===== src/rtl/uart_tx_pkg.sv =====
// Shared types and constants for the UART transmit arbiter: FSM state type,
// byte width, default requester count and a constant-width helper.
package uart_tx_pkg;

    localparam int unsigned UART_BYTE_W = 8;
    localparam int unsigned DEF_NUM_REQ = 4;

    typedef enum logic [1:0] {
        ST_IDLE  = 2'd0,
        ST_GRANT = 2'd1,
        ST_BUSY  = 2'd2,
        ST_GAP   = 2'd3
    } arb_state_t;

    // Smallest r with 2**r >= v; usable in constant expressions.
    function automatic int unsigned clog2(input int unsigned v);
        int unsigned r;
        r = 0;
        for (int unsigned i = 0; i < 32; i++) begin
            if ((64'd1 << i) < 64'(v)) begin
                r = i + 1;
            end
        end
        return r;
    endfunction

endpackage


===== src/rtl/tx_rr_picker.sv =====
// Combinational round-robin search: first set request at or after ptr,
// wrapping modulo NUM_REQ (rotate, priority-encode, rotate back).
module tx_rr_picker
    import uart_tx_pkg::*;
#(
    parameter int unsigned NUM_REQ = DEF_NUM_REQ,
    parameter int unsigned IDX_W   = 2
) (
    input  logic [NUM_REQ-1:0] req,
    input  logic [IDX_W-1:0]   ptr,
    output logic               valid,
    output logic [IDX_W-1:0]   winner
);

    logic [NUM_REQ-1:0]   rot;
    logic [2*NUM_REQ-1:0] dbl;
    logic [IDX_W-1:0]     off;
    logic [IDX_W:0]       sum;

    always_comb begin
        // Doubling the vector lets a plain right shift act as a rotate by ptr.
        dbl   = {req, req} >> ptr;
        rot   = dbl[NUM_REQ-1:0];
        valid = 1'b0;
        off   = '0;
        for (int unsigned i = 0; i < NUM_REQ; i++) begin
            if (rot[i] && !valid) begin
                valid = 1'b1;
                off   = IDX_W'(i);
            end
        end
        sum = {1'b0, off} + {1'b0, ptr};
        if (sum >= (IDX_W + 1)'(NUM_REQ)) begin
            sum = sum - (IDX_W + 1)'(NUM_REQ);
        end
        winner = sum[IDX_W-1:0];
    end

endmodule


===== src/rtl/tx_arbiter_module.sv =====
// Round-robin arbiter/sequencer sharing one UART byte transmitter among NUM_REQ
// requesters. Optional BUSY watchdog enabled by defining TX_ARB_TIMEOUT_EN.
module tx_arbiter_module
    import uart_tx_pkg::*;
#(
    parameter int unsigned NUM_REQ        = DEF_NUM_REQ,
    parameter int unsigned IDX_W          = 2,
    parameter int unsigned TIMEOUT_CYCLES = 1000000
) (
    input  logic                           CLK,
    input  logic                           RST_N,
    input  logic [NUM_REQ-1:0]             Req,
    input  logic [UART_BYTE_W*NUM_REQ-1:0] Req_Data,
    output logic [NUM_REQ-1:0]             Ack,
    output logic                           TX_En_Sig,
    output logic [UART_BYTE_W-1:0]         TX_Data,
    input  logic                           TX_Done_Sig,
    output logic                           Busy,
    output logic [IDX_W-1:0]               Grant_Idx,
    output logic                           Timeout_Err
);

    if (IDX_W != clog2(NUM_REQ) || NUM_REQ < 2 || NUM_REQ > 8 || TIMEOUT_CYCLES < 2) begin : g_bad_params
        $error("tx_arbiter_module: inconsistent NUM_REQ/IDX_W/TIMEOUT_CYCLES");
    end

    arb_state_t             state;
    logic [IDX_W-1:0]       ptr;
    logic                   pick_valid;
    logic [IDX_W-1:0]       pick_idx;
    logic [UART_BYTE_W-1:0] sel_byte;
    logic [NUM_REQ-1:0]     grant_onehot;
    logic [IDX_W-1:0]       next_ptr;

    tx_rr_picker #(
        .NUM_REQ (NUM_REQ),
        .IDX_W   (IDX_W)
    ) u_picker (
        .req    (Req),
        .ptr    (ptr),
        .valid  (pick_valid),
        .winner (pick_idx)
    );

    always_comb begin
        sel_byte               = Req_Data[{Grant_Idx, 3'b000} +: UART_BYTE_W];
        grant_onehot           = '0;
        grant_onehot[Grant_Idx] = 1'b1;
        next_ptr               = (Grant_Idx == IDX_W'(NUM_REQ - 1)) ? '0 : Grant_Idx + 1'b1;
    end

`ifdef TX_ARB_TIMEOUT_EN
    localparam int unsigned TO_W = clog2(TIMEOUT_CYCLES);
    localparam logic [TO_W-1:0] TO_LIMIT = TO_W'(TIMEOUT_CYCLES - 1);
    logic [TO_W-1:0] to_cnt;
`else
    assign Timeout_Err = 1'b0;
`endif

    always_ff @(posedge CLK) begin
        if (!RST_N) begin
            state     <= ST_IDLE;
            ptr       <= '0;
            Grant_Idx <= '0;
            TX_Data   <= '0;
            TX_En_Sig <= 1'b0;
            Ack       <= '0;
            Busy      <= 1'b0;
`ifdef TX_ARB_TIMEOUT_EN
            Timeout_Err <= 1'b0;
            to_cnt      <= '0;
`endif
        end else begin
            Ack <= '0;
`ifdef TX_ARB_TIMEOUT_EN
            Timeout_Err <= 1'b0;
`endif
            unique case (state)
                ST_IDLE: begin
                    if (pick_valid) begin
                        Grant_Idx <= pick_idx;
                        Busy      <= 1'b1;
                        state     <= ST_GRANT;
                    end
                end
                ST_GRANT: begin
                    TX_Data   <= sel_byte;
                    TX_En_Sig <= 1'b1;
`ifdef TX_ARB_TIMEOUT_EN
                    to_cnt    <= '0;
`endif
                    state     <= ST_BUSY;
                end
                ST_BUSY: begin
                    // Done takes priority over the watchdog on the limit cycle.
                    if (TX_Done_Sig) begin
                        TX_En_Sig <= 1'b0;
                        Ack       <= grant_onehot;
                        ptr       <= next_ptr;
                        state     <= ST_GAP;
                    end
`ifdef TX_ARB_TIMEOUT_EN
                    else if (to_cnt == TO_LIMIT) begin
                        TX_En_Sig   <= 1'b0;
                        Timeout_Err <= 1'b1;
                        ptr         <= next_ptr;
                        state       <= ST_GAP;
                    end else begin
                        to_cnt <= to_cnt + 1'b1;
                    end
`endif
                end
                ST_GAP: begin
                    Busy  <= 1'b0;
                    state <= ST_IDLE;
                end
                default: state <= ST_IDLE;
            endcase
        end
    end

endmodule


===== config.mk =====
export PLATFORM = sky130hd
export DESIGN_NAME = tx_arbiter_module
export DESIGN_NICKNAME = d
export VERILOG_FILES = /design/src/rtl/uart_tx_pkg.sv /design/src/rtl/tx_rr_picker.sv /design/src/rtl/tx_arbiter_module.sv
export SDC_FILE = /design/constraint.sdc
export NUM_CORES = 1
export LEC_CHECK = 0
export BUFFER_PORTS_ARGS = -buffer_cell sky130_fd_sc_hd__buf_2
export CAP_MARGIN = 20
export CORE_AREA = 8 8 73 75
export DETAILED_ROUTE_END_ITERATION = 8
export DIE_AREA = 0 0 81 83
export GPL_TIMING_DRIVEN = 0
export PLACE_DENSITY = 0.66
export SKIP_LAST_GASP = 1
export SYNTH_ARGS = -nofsm -noshare
export SYNTH_HDL_FRONTEND = slang
export SYNTH_SLANG_ARGS = --single-unit

===== constraint.sdc =====
create_clock -name CLK -period 5.2 [get_ports CLK]
set_input_delay 0.52 -clock CLK [delete_from_list [all_inputs] [get_ports CLK]]
set_output_delay 0.52 -clock CLK [all_outputs]
set_load 0.01 [all_outputs]

### After elaboration in Yosys (flattened, before gate mapping)

Index checks and enable logic that the tools add are counted.
Widths: inputs -> output; s select.

* register bits after elaboration: 20
* bits of input ports: 39
* output and inout port bits: 17
* word-level logic and storage cells: 55

* add/subtract/negate cells: 3
* $lt $le $gt $ge: 3
* equality and inequality tests: 6
* shift operators: 2
* mux-type cells: 18
* reduce and logical (&&, ||, !) cells: 16

Operators by type and width (number)
* $shiftx 32x6->8: 1
* $mux 2: 6
* $reduce_and 2->1: 5
* $mux 1: 8
* $pmux 2 s4: 1
* $shr 8x2->4: 1
* $eq 2x2->1 const B: 3
* $logic_and 1x1->1: 4
* $ne 2x2->1 const B: 2
* $pmux 1 s2: 2
* $reduce_bool 2->1: 2
* $add 2x2->3: 1
* $ge 3x3->1 const B: 1
* $logic_not 1->1: 3
* $lt 2x3->1 const B: 1
* $reduce_and 3->1: 1
* $add 2x1->2 const B: 1
* $demux 1 s2: 1
* $eq 2x1->1 const B: 1
* $ge 2x1->1 const B: 1
* $logic_not 2->1: 1
* $sub 2x1->2 const B: 1

### Logic depth before layout (Yosys ltp)

Gate-level depths: netlist (run 1).

* depth after elaboration: 14
* depth in mapped cells: 10
* gate-level depth less buffers: 9

### Modules after synthesis

Synthesis (run 1) repeated with hierarchy kept, for this count alone.

* cells, all modules: 124
* area total of the unflattened synthesis: 1249.9 um^2

By module, submodules not included
* tx_arbiter_module: times used 1, cells each 97, area an instance 1054.8 um^2, sequential area each 400.4 um^2
* tx_rr_picker: times used 1, cells each 27, area an instance 195.2 um^2, sequential area each 0.0 um^2

### Least setup slack after synthesis (run 1)

No wires, ideal clock.

* path type: in2reg
* start: in Req[0]
* end: reg Grant_Idx[1]
* arrival: 1.803 ns
* data required time: 5.077 ns
* slack: 3.274 ns
* stages on the path: 8
* cell sequence: buf_2 or4_1 o2111ai_1 ha_1 xor2_1 nor3_1 nand2_1 o211ai_2

* word-level cells in the longest chain between the ends: 14
* elaborated cells on any way between the ends: 19
* those cells by class: add/sub (2); order compare (1); shift (1); mux (8); reduce/logical (7)

Ends and longest elaborated chain
* start: declaration: RTL line tx_arbiter_module.sv:12 `input logic [NUM_REQ-1:0] Req,`
* $shr 8x2->4 (*): RTL line tx_rr_picker.sv:22 `dbl = {req, req} >> ptr;`
* $mux 1: RTL line tx_rr_picker.sv:27 `if (rot[i] && !valid) begin`
* $logic_not 1->1: RTL line tx_rr_picker.sv:27
* $logic_and 1x1->1: RTL line tx_rr_picker.sv:27
* $mux 1: RTL line tx_rr_picker.sv:27
* $logic_not 1->1: RTL line tx_rr_picker.sv:27
* $logic_and 1x1->1: RTL line tx_rr_picker.sv:27
* $mux 1: RTL line tx_rr_picker.sv:27
* $logic_not 1->1: RTL line tx_rr_picker.sv:27
* $logic_and 1x1->1: RTL line tx_rr_picker.sv:27
* $mux 2: RTL line tx_rr_picker.sv:27
* $add 2x2->3: RTL line tx_rr_picker.sv:32 `sum = {1'b0, off} + {1'b0, ptr};`
* $ge 3x3->1 / $sub 2x1->2 (equally long branches): RTL line tx_rr_picker.sv:33, tx_rr_picker.sv:34
* $mux 2: RTL line tx_rr_picker.sv:33 `if (sum >= (IDX_W + 1)'(NUM_REQ)) begin`
* end signal: assignment: RTL line tx_arbiter_module.sv:81 `Grant_Idx <= pick_idx;`
* end: declaration: RTL line tx_arbiter_module.sv:19 `output logic [IDX_W-1:0] Grant_Idx,`

Mark *: on every way between the ends. The rest lies on a longest branch, timed or not.
A chain may end at the register's enable or synchronous reset.

### Worst setup path after layout (run 1)

* start: reg ptr[0]
* end: reg Grant_Idx[1]

* word-level cells in the longest chain between the ends: 14
* elaborated cells on any way between the ends: 19
* those cells by class: add/sub (2); order compare (1); shift (1); mux (8); reduce/logical (7)

Ends and longest elaborated chain
* start: declaration: RTL line tx_arbiter_module.sv:28 `logic [IDX_W-1:0] ptr;`
* start signal: assignment: RTL line tx_arbiter_module.sv:99 `ptr <= next_ptr;`
* $shr 8x2->4: RTL line tx_rr_picker.sv:22
* $mux 1: RTL line tx_rr_picker.sv:27
* $logic_not 1->1: RTL line tx_rr_picker.sv:27
* $logic_and 1x1->1: RTL line tx_rr_picker.sv:27
* $mux 1: RTL line tx_rr_picker.sv:27
* $logic_not 1->1: RTL line tx_rr_picker.sv:27
* $logic_and 1x1->1: RTL line tx_rr_picker.sv:27
* $mux 1: RTL line tx_rr_picker.sv:27
* $logic_not 1->1: RTL line tx_rr_picker.sv:27
* $logic_and 1x1->1: RTL line tx_rr_picker.sv:27
* $mux 2: RTL line tx_rr_picker.sv:27
* $add 2x2->3: RTL line tx_rr_picker.sv:32
* $ge 3x3->1 / $sub 2x1->2 (equally long branches): RTL line tx_rr_picker.sv:33, tx_rr_picker.sv:34
* $mux 2: RTL line tx_rr_picker.sv:33

Parallel ways exist; a longest one is shown, timed or not.

==> results.toml, run 1 <==
[route]
final_antenna_net_count = 0
post_drt_via_cell_ratio = 4.59
drc = 0
routed-via-count = 1038
route.detailed.wl_per_inst_um = 13.0
first_pass_detailed_route_iteration_total = 4
wirelength_um = 2940
initialDrtViolationCount = 31

[power_and_ir_drop]
ir_worst_vdd_v = 0.000138
comb_power_share_pct = 43.1
power.total_uw = 660
power_switching_share_pct = 33.2
leakagePower_uw = 0.000762
p_per_area_mw_per_mm2 = 416
share_clk_of_total_power_pct = 23.5
sequentialPowerShare_pct = 33.4
cellInternalPower_uw = 441
switchingPower_uw = 219

[clock_network]
numCtsBuffers = 3
clock_tree_from_tritoncts = "built"
cts-resized-gates = 0
cts_root_buf = "clkbuf_8"
ctsHoldBuffers = 0
ctsHtreeMaxLevel = 1
postCtsSetupRepairBufs = 0
clock_buffer_depth = 2
cts.sinks = 20
clk_latency_ns = 0.26
clk_transition_reported_paths_ns = 0.08

[timing]
hold-worst-slack_ns = 0.489
final_max_slew_viol_count = 0
finalSetupViolations = 0
setup_total_negative_slack_ns = 0
unrepaired_setup_endpoints_after_global_routing = "no"
fmax_ghz = 0.568
report.final.hold_viol_count = 0
final.period_utilization_pct = 33.9
post-route-min-period_ns = 1.76
setup_skew_after_layout_ns = 0.00678

[floorplan]
chipWidth_um = 81
die_area_mm2 = 0.00672
rows = 24
floorplan.io_pins = 56
core-area_mm2 = 0.00420
initial_core_util_pct = 28.4
die_h_um = 83

[job]
max_cap_check_violation_count = 0

[run_status]
run_status = "completed"

[critical_path]
worst_ep_required_time_ns = 5.35
worst_r2r_start = "ptr[0]$_SDFFE_PN0P_"
cp_slowest_stage_delay_ns = 0.54
worst_path_maximum_fanout = 9
worst_setup_path_startpoint = "ptr[0]$_SDFFE_PN0P_"
crit_path_start_kind = "flop"
crit_path_cell_trace = "or4_1 -> o2111ai_1 -> ha_1 -> xor2_1 -> nor3_1 -> nand2_1 -> o211ai_2"
cpMaxStageDelayCell = "or4_1"
crit_type = "reg2reg"
cp_data_arrival_time_ns = 1.92
critPathCaptureType = "flop"

[synth]
syn_avg_cell_area_um2 = 10.1
synth_fp_nets = 166
netlist_area_mm2 = 0.00119
synth-seq-cells = 20
synth_warnings = 0
register_area_share_after_synthesis_pct = 33.6
yosys.cell_types.count = 31
postSynthCellCount = 118

[global_route]
met2_usage_pct = 16.4
global_route.overflow_total = 0
maximum_number_of_pins_on_one_net_before_global_route_repair = 13
grt_pass1_vias = 1095
grt_use_total_pct = 8.99
antenna_violations_before_repair = 0
grt-busiest-layer = "met2"
grt_pass1_wl_um = 4910
grtUsageMet3_pct = 3.88
met1_usage_pct = 8.89

[placed_design]
port-buffer-count = 52
dp.final_hpwl_um = 2430
post-place-cells = 222
weighted_congestion_reported_at_the_end_of_routability_driven_placement = 0.707

[layout]
layout.cells.non_filler = 226
final_layout_size_suffix_gt1_share_pct = 42.0
ant_diodes = 0
layout.nets = 223
finalCoreUtilization_pct = 37.8
syn2layout_area_growth_pct = 33.3

[worst_hold_path]
min_from = "TX_Data[3]$_SDFFE_PN0P_"
hold_path.class = "reg2reg"
## placed cells by master, fill, tap and decap left out, drive strengths merged
master   synthesis  routed
xor2             1       1
o21a             1       1
ha               9       9
nor2b            3       3
and2             1       1
o41ai            1       1
or4              1       1
nand3            2       2
mux4             9       9
nand2            9       9
nand2b           1       1
nor4             1       1
and3b            1       1
a21boi           1       1
o2111ai          1       1
conb             1       1
inv              5       5
buf              5      57
o211ai           2       2
mux2i            9       9
dfxtp           20      20
nor3             2       2
clkbuf           2       5
a21oi            6       6
and3             4       4
o22ai            1       1
o221a            1       1
nor2            18      18
bufinv           0       1
## stage by stage
step	instance area [um2]	worst slack, ns
final	1590	3.44
after global routing	1590	3.27
after CTS	1590	3.42
after detailed placement	1520	3.17
after global placement	1520	3.20
after floorplan	1190	3.27
## path summary, 6_finish.rpt
kind | slack [ns] | depth (start not counted) | endpoint
min | 0.49 | 2 | TX_Data[3]$_SDFFE_PN0P_
min reg2reg | 0.49 | 2 | TX_Data[3]$_SDFFE_PN0P_
max | 3.44 | 7 | Grant_Idx[1]$_SDFFE_PN0P_
max reg2reg | 3.44 | 7 | Grant_Idx[1]$_SDFFE_PN0P_
## state kept, by name (all words and copies together) (netlist names)
name and cells:
ptr 2, TX_Data 8, Busy 1, Ack 4, state 2, TX_En_Sig 1, Grant_Idx 2
## cells by family after synthesis
family          Yosys count  share of synthesized area, %
simple gates             43                          17.3
mux                      18                          24.6
buf+inv                  12                          5.04
xor+xnor                  1                         0.735
other cells               1                         0.314
flops                    20                          33.6
compound gates           14                          9.03
fa+ha+maj                 9                          9.44
## critical path: cells and delay by family, from the launching register on
family | cells | cell delay (ns)
DFF | 1 | 0.40
xor gates and xnor gates | 1 | 0.19
adders and majority gates | 1 | 0.19
and+or+nand+nor | 3 | 0.70
AOI/OAI and AO/OA | 2 | 0.17
## power by group through the flow
stage | combinational, uW | clock (uW) | sequential (uW)
3_5_place_dp | 291 | 0 | 225
4_1_cts | 292 | 160 | 222
6_report | 285 | 155 | 221
3_3_place_gp | 286 | 0 | 224
2_1_floorplan | 195 | 0 | 236
5_1_grt | 319 | 165 | 228
## synthesized netlist by cell type
cell        n  share of area, %
and3b_1     1              0.73
o211ai_2    1               1.0
o22ai_1     1              0.52
conb_1      1              0.31
and3_1      4               2.1
inv_1       5               1.6
a21oi_1     6               2.5
and2_1      1              0.52
o211ai_1    1              0.63
nor4_2      1               1.0
nand3_1     2              0.84
o2111ai_1   1              0.73
nor2_1     18               5.7
nand2_1     9               2.8
ha_1        9               9.4
o21a_1      1              0.63
nand2b_1    1              0.52
mux4_2      9                17
mux2i_1     9               7.6
dfxtp_1    20                34
a21boi_1    1              0.63
xor2_1      1              0.73
buf_2       3               1.3
nor2b_1     3               1.6
buf_6       1              0.94
nor3_1      2              0.84
o41ai_2     1               1.4
o221a_1     1              0.94
or4_1       1              0.63
clkbuf_1    2              0.63
buf_4       1              0.63
## per-layer routing
metal,vias to the layer above,wire (um)
met4,0,25
met3,4,253
met1,477,1070
met2,25,1590
met5,-,0
li1,532,-
## layout make-up
| type | count | area (um2) |
|---|---|---|
| Multi-Input combinational cell | 86 | 732 |
| Buffer | 7 | 41.3 |
| Sequential cell | 20 | 400 |
| Clock inverter | 1 | 30.0 |
| Timing Repair Buffer | 52 | 260 |
| Tap cell | 52 | 65.1 |
| Inverter | 5 | 18.8 |
| Fill cell | 432 | 2620 |
| Clock buffer | 3 | 41.3 |
No activity file was read; power rests on OpenSTA's default activity.
==> inputs of run 2 (changes only) <==
--- a/config.mk
+++ b/config.mk
@@ -5,13 +5,14 @@
 export SDC_FILE = /design/constraint.sdc
 export NUM_CORES = 1
 export LEC_CHECK = 0
+export ABC_AREA = 1
 export BUFFER_PORTS_ARGS = -buffer_cell sky130_fd_sc_hd__buf_2
 export CAP_MARGIN = 20
 export CORE_AREA = 8 8 73 75
 export DETAILED_ROUTE_END_ITERATION = 8
 export DIE_AREA = 0 0 81 83
 export GPL_TIMING_DRIVEN = 0
-export PLACE_DENSITY = 0.66
+export PLACE_DENSITY = 0.67
 export SKIP_LAST_GASP = 1
 export SYNTH_ARGS = -nofsm -noshare
 export SYNTH_HDL_FRONTEND = slang
==> constraint.sdc (replaced) <==
create_clock -name CLK -period 1.7 [get_ports CLK]
set_input_delay 0.17 -clock CLK [delete_from_list [all_inputs] [get_ports CLK]]
set_output_delay 0.17 -clock CLK [all_outputs]
set_load 0.01 [all_outputs]
==> results.toml, run 2 <==
[synth]
synth-seq-cells = 20
synth.area.top_cells = "dfxtp_1 (33%), nor2_1 (13%), o21ai_0 (11%)"
ys_dominant_reg_cell = "dfxtp_1"
synth_top_cell_area_share_pct = 32.7
synthArstFlopShare_pct = 0
postSynthCellCount = 185
register_area_share_after_synthesis_pct = 32.7
yosys.cell_types.count = 25
synth_enable_flop_cells = 0
syn_avg_cell_area_um2 = 6.63
yosys.area.top_type = "dfxtp_1"
synth_common_cells = "nor2_1 (43), o21ai_0 (26), inv_1 (21)"
synth_fp_nets = 233
netlist_area_mm2 = 0.00123
yosysMostFrequentCell = "nor2_1"
synth_warnings = 0

[worst_hold_path]
min_from = "RST_N"
min_delay_path_depth = 3
hold_path.class = "in2reg"
hold_path_end = "state[1]$_SDFFE_PN0P_"

[placed_design]
dpl_cell_area_mm2 = 0.00156
place_ws_ns = -0.0718
port-buffer-count = 53
dp.final_hpwl_um = 2830
weighted_congestion_reported_at_the_end_of_routability_driven_placement = 0.770

[critical_path]
crit_type = "reg2reg"
worst_r2r_endpoint = "Grant_Idx[1]$_SDFFE_PN0P_"
worstRegToRegCells = 11
worst_r2r_start = "ptr[0]$_SDFFE_PN0P_"
crit_path_start_kind = "flop"
cp_data_arrival_time_ns = 1.82
timing.reg2reg.setup_slack_ns = 0.05
worst_ep_required_time_ns = 1.87
worst_path_maximum_fanout = 6
critPathCaptureType = "flop"

[run_status]
run_status = "completed"

[layout]
biggest_regs = "TX_Data: 8 flops, Ack: 4 flops"
register_with_the_highest_flop_count = "TX_Data"
layout.nets = 291
final_area_mm2 = 0.00171
largest_register_ffs = 8
syn2layout_area_growth_pct = 39.7
layout_commonest_cell = "buf_2"
final_cell_mix = "buf_2 (53), nor2_1 (43), o21ai_0 (26)"
ant_diodes = 0
final_layout_size_suffix_gt1_share_pct = 36.8
finalCoreUtilization_pct = 40.7

[timing]
postLayoutSetupSlackWorst_ns = 0.0467
setup_skew_after_layout_ns = 0.00676
final_max_slew_viol_count = 0
timing.slew.headroom_pct = 65.0
final.period_utilization_pct = 97.3
unrepaired_setup_endpoints_after_global_routing = "yes"
hold-worst-slack_ns = 0.143
fmax_ghz = 0.605
finalSetupViolations = 0
post-route-min-period_ns = 1.65
report.final.hold_viol_count = 0
transition_time_of_the_tightest_slew_check_pin_ns = 0.526

[global_route]
grt_pass1_vias = 1245
maximum_number_of_pins_on_one_net_before_global_route_repair = 13
global_route.overflow_total = 0
grt_pass1_wl_um = 6000
grt_use_total_pct = 11.0
antenna_violations_before_repair = 0

[route]
route.detailed.wl_per_inst_um = 13.1
drc = 0
initialDrtViolationCount = 98
routed-via-count = 1380
final_antenna_net_count = 0
first_pass_detailed_route_iteration_total = 4
post_drt_via_cell_ratio = 4.69
wirelength_um = 3850

[clock_network]
cts.sinks = 20
clock_tree_from_tritoncts = "built"
cts_root_buf = "clkbuf_8"
ctsHoldBuffers = 0
clk_latency_ns = 0.27
numCtsBuffers = 3
clk_transition_reported_paths_ns = 0.09
ctsHtreeMaxLevel = 1
clock_buffer_depth = 2

[power_and_ir_drop]
p_per_area_mw_per_mm2 = 1570
ir_worst_vdd_v = 0.000539
leakagePower_uw = 0.000902

[floorplan]
die_h_um = 83
core-area_mm2 = 0.00420
die_area_mm2 = 0.00672
floorplan.io_pins = 56
initial_core_util_pct = 29.2
chipWidth_um = 81
rows = 24

[job]
max_cap_check_violation_count = 0
## run 2: cell types whose count changed in the layout (fill, tap and decap cells not counted), sizes merged, moves of 3 or more
cell,delta
o21ai,+28
nor2,+26
inv,+18
nand2,+15
nand3,+10
mux2i,-9
mux4,-9
o22ai,+7
and3,-4
nor2b,-3
## run 2: cell families after synthesis
family                   after synthesis  share of synthesized area [%]
AO/OA/AOI/OAI                         43                           19.2
AND/OR/NAND/NOR                       81                           27.7
buffers and inverters                 30                           10.3
adder cells (fa/ha/maj)                9                           9.18
XOR/XNOR                               1                          0.714
other                                  1                          0.306
flip-flops                            20                           32.7
## run 2: how the worst max path moves through the flow
stage	from	end	slack [ns]	cells past startpoint
3_5_place_dp	ptr[0]$_SDFFE_PN0P_	Grant_Idx[1]$_SDFFE_PN0P_	-0.07	10
2_1_floorplan	ptr[0]$_SDFFE_PN0P_	Grant_Idx[1]$_SDFFE_PN0P_	0.12	10
6_report	ptr[0]$_SDFFE_PN0P_	Grant_Idx[1]$_SDFFE_PN0P_	0.05	11
4_1_cts	ptr[0]$_SDFFE_PN0P_	Grant_Idx[1]$_SDFFE_PN0P_	-0.008	10
5_1_grt	ptr[0]$_SDFFE_PN0P_	Grant_Idx[1]$_SDFFE_PN0P_	-0.05	10
3_3_place_gp	ptr[0]$_SDFFE_PN0P_	Grant_Idx[1]$_SDFFE_PN0P_	-0.05	10
## run 2: area by class of cell
| type | instances | area [um2] |
|---|---|---|
| clock inverters | 1 | 30.0 |
| inverters | 24 | 98.8 |
| clock buffers | 3 | 41.3 |
| multi-input cells | 135 | 761 |
| flip-flops and latches | 20 | 407 |
| plain buffers | 5 | 37.5 |
| repair buffers | 54 | 273 |
| fillers | 456 | 2490 |
| well taps | 52 | 65.1 |
## run 2: through the flow
| stage | std cells | setup TNS, ns | power, uW |
|---|---|---|---|
| after floorplan | 185 | 0 | 1690 |
| after global placement | 290 | -0.0474 | 2090 |
| after detailed placement | 290 | -0.0719 | 2110 |
| after CTS | 294 | -0.00831 | 2620 |
| after global routing | 294 | -0.0546 | 2960 |
| final | 294 | 0 | 2700 |
## run 2: repair_timing
action                     4_1_cts  5_1_grt
pin swaps                        0        8
setup endpoints to repair        2        6
resized for setup                3       25
setup buffers                    0        1
cloned                           0        0
## run 2: per-layer routing
layer,routed length (um),GRT usage [%],vias up
li1,-,-,710
met1,1660,14.0,632
met2,1920,17.7,34
met3,236,2.59,4
met4,33,2.93,0
met5,0,0,-
## run 2: worst max-delay path, stage by stage, from the launching register on
cell and delay, ns:
dfxtp_4 0.41, inv_6 0.06, nand2_4 0.06, nand3_2 0.06, nand2_2 0.09, nand3_2 0.07
a21boi_2 0.15, ha_2 0.20, xor2_2 0.16, nand3_1 0.09, a21oi_1 0.15, nor2_1 0.06
## run 2: power breakdown
part | switching (uW) | leakage (uW) | internal (uW)
sequential | 151 | 0.000166 | 633
clock | 178 | 0.0000357 | 315
combinational | 868 | 0.000700 | 551
total | 1200 | 0.000902 | 1500
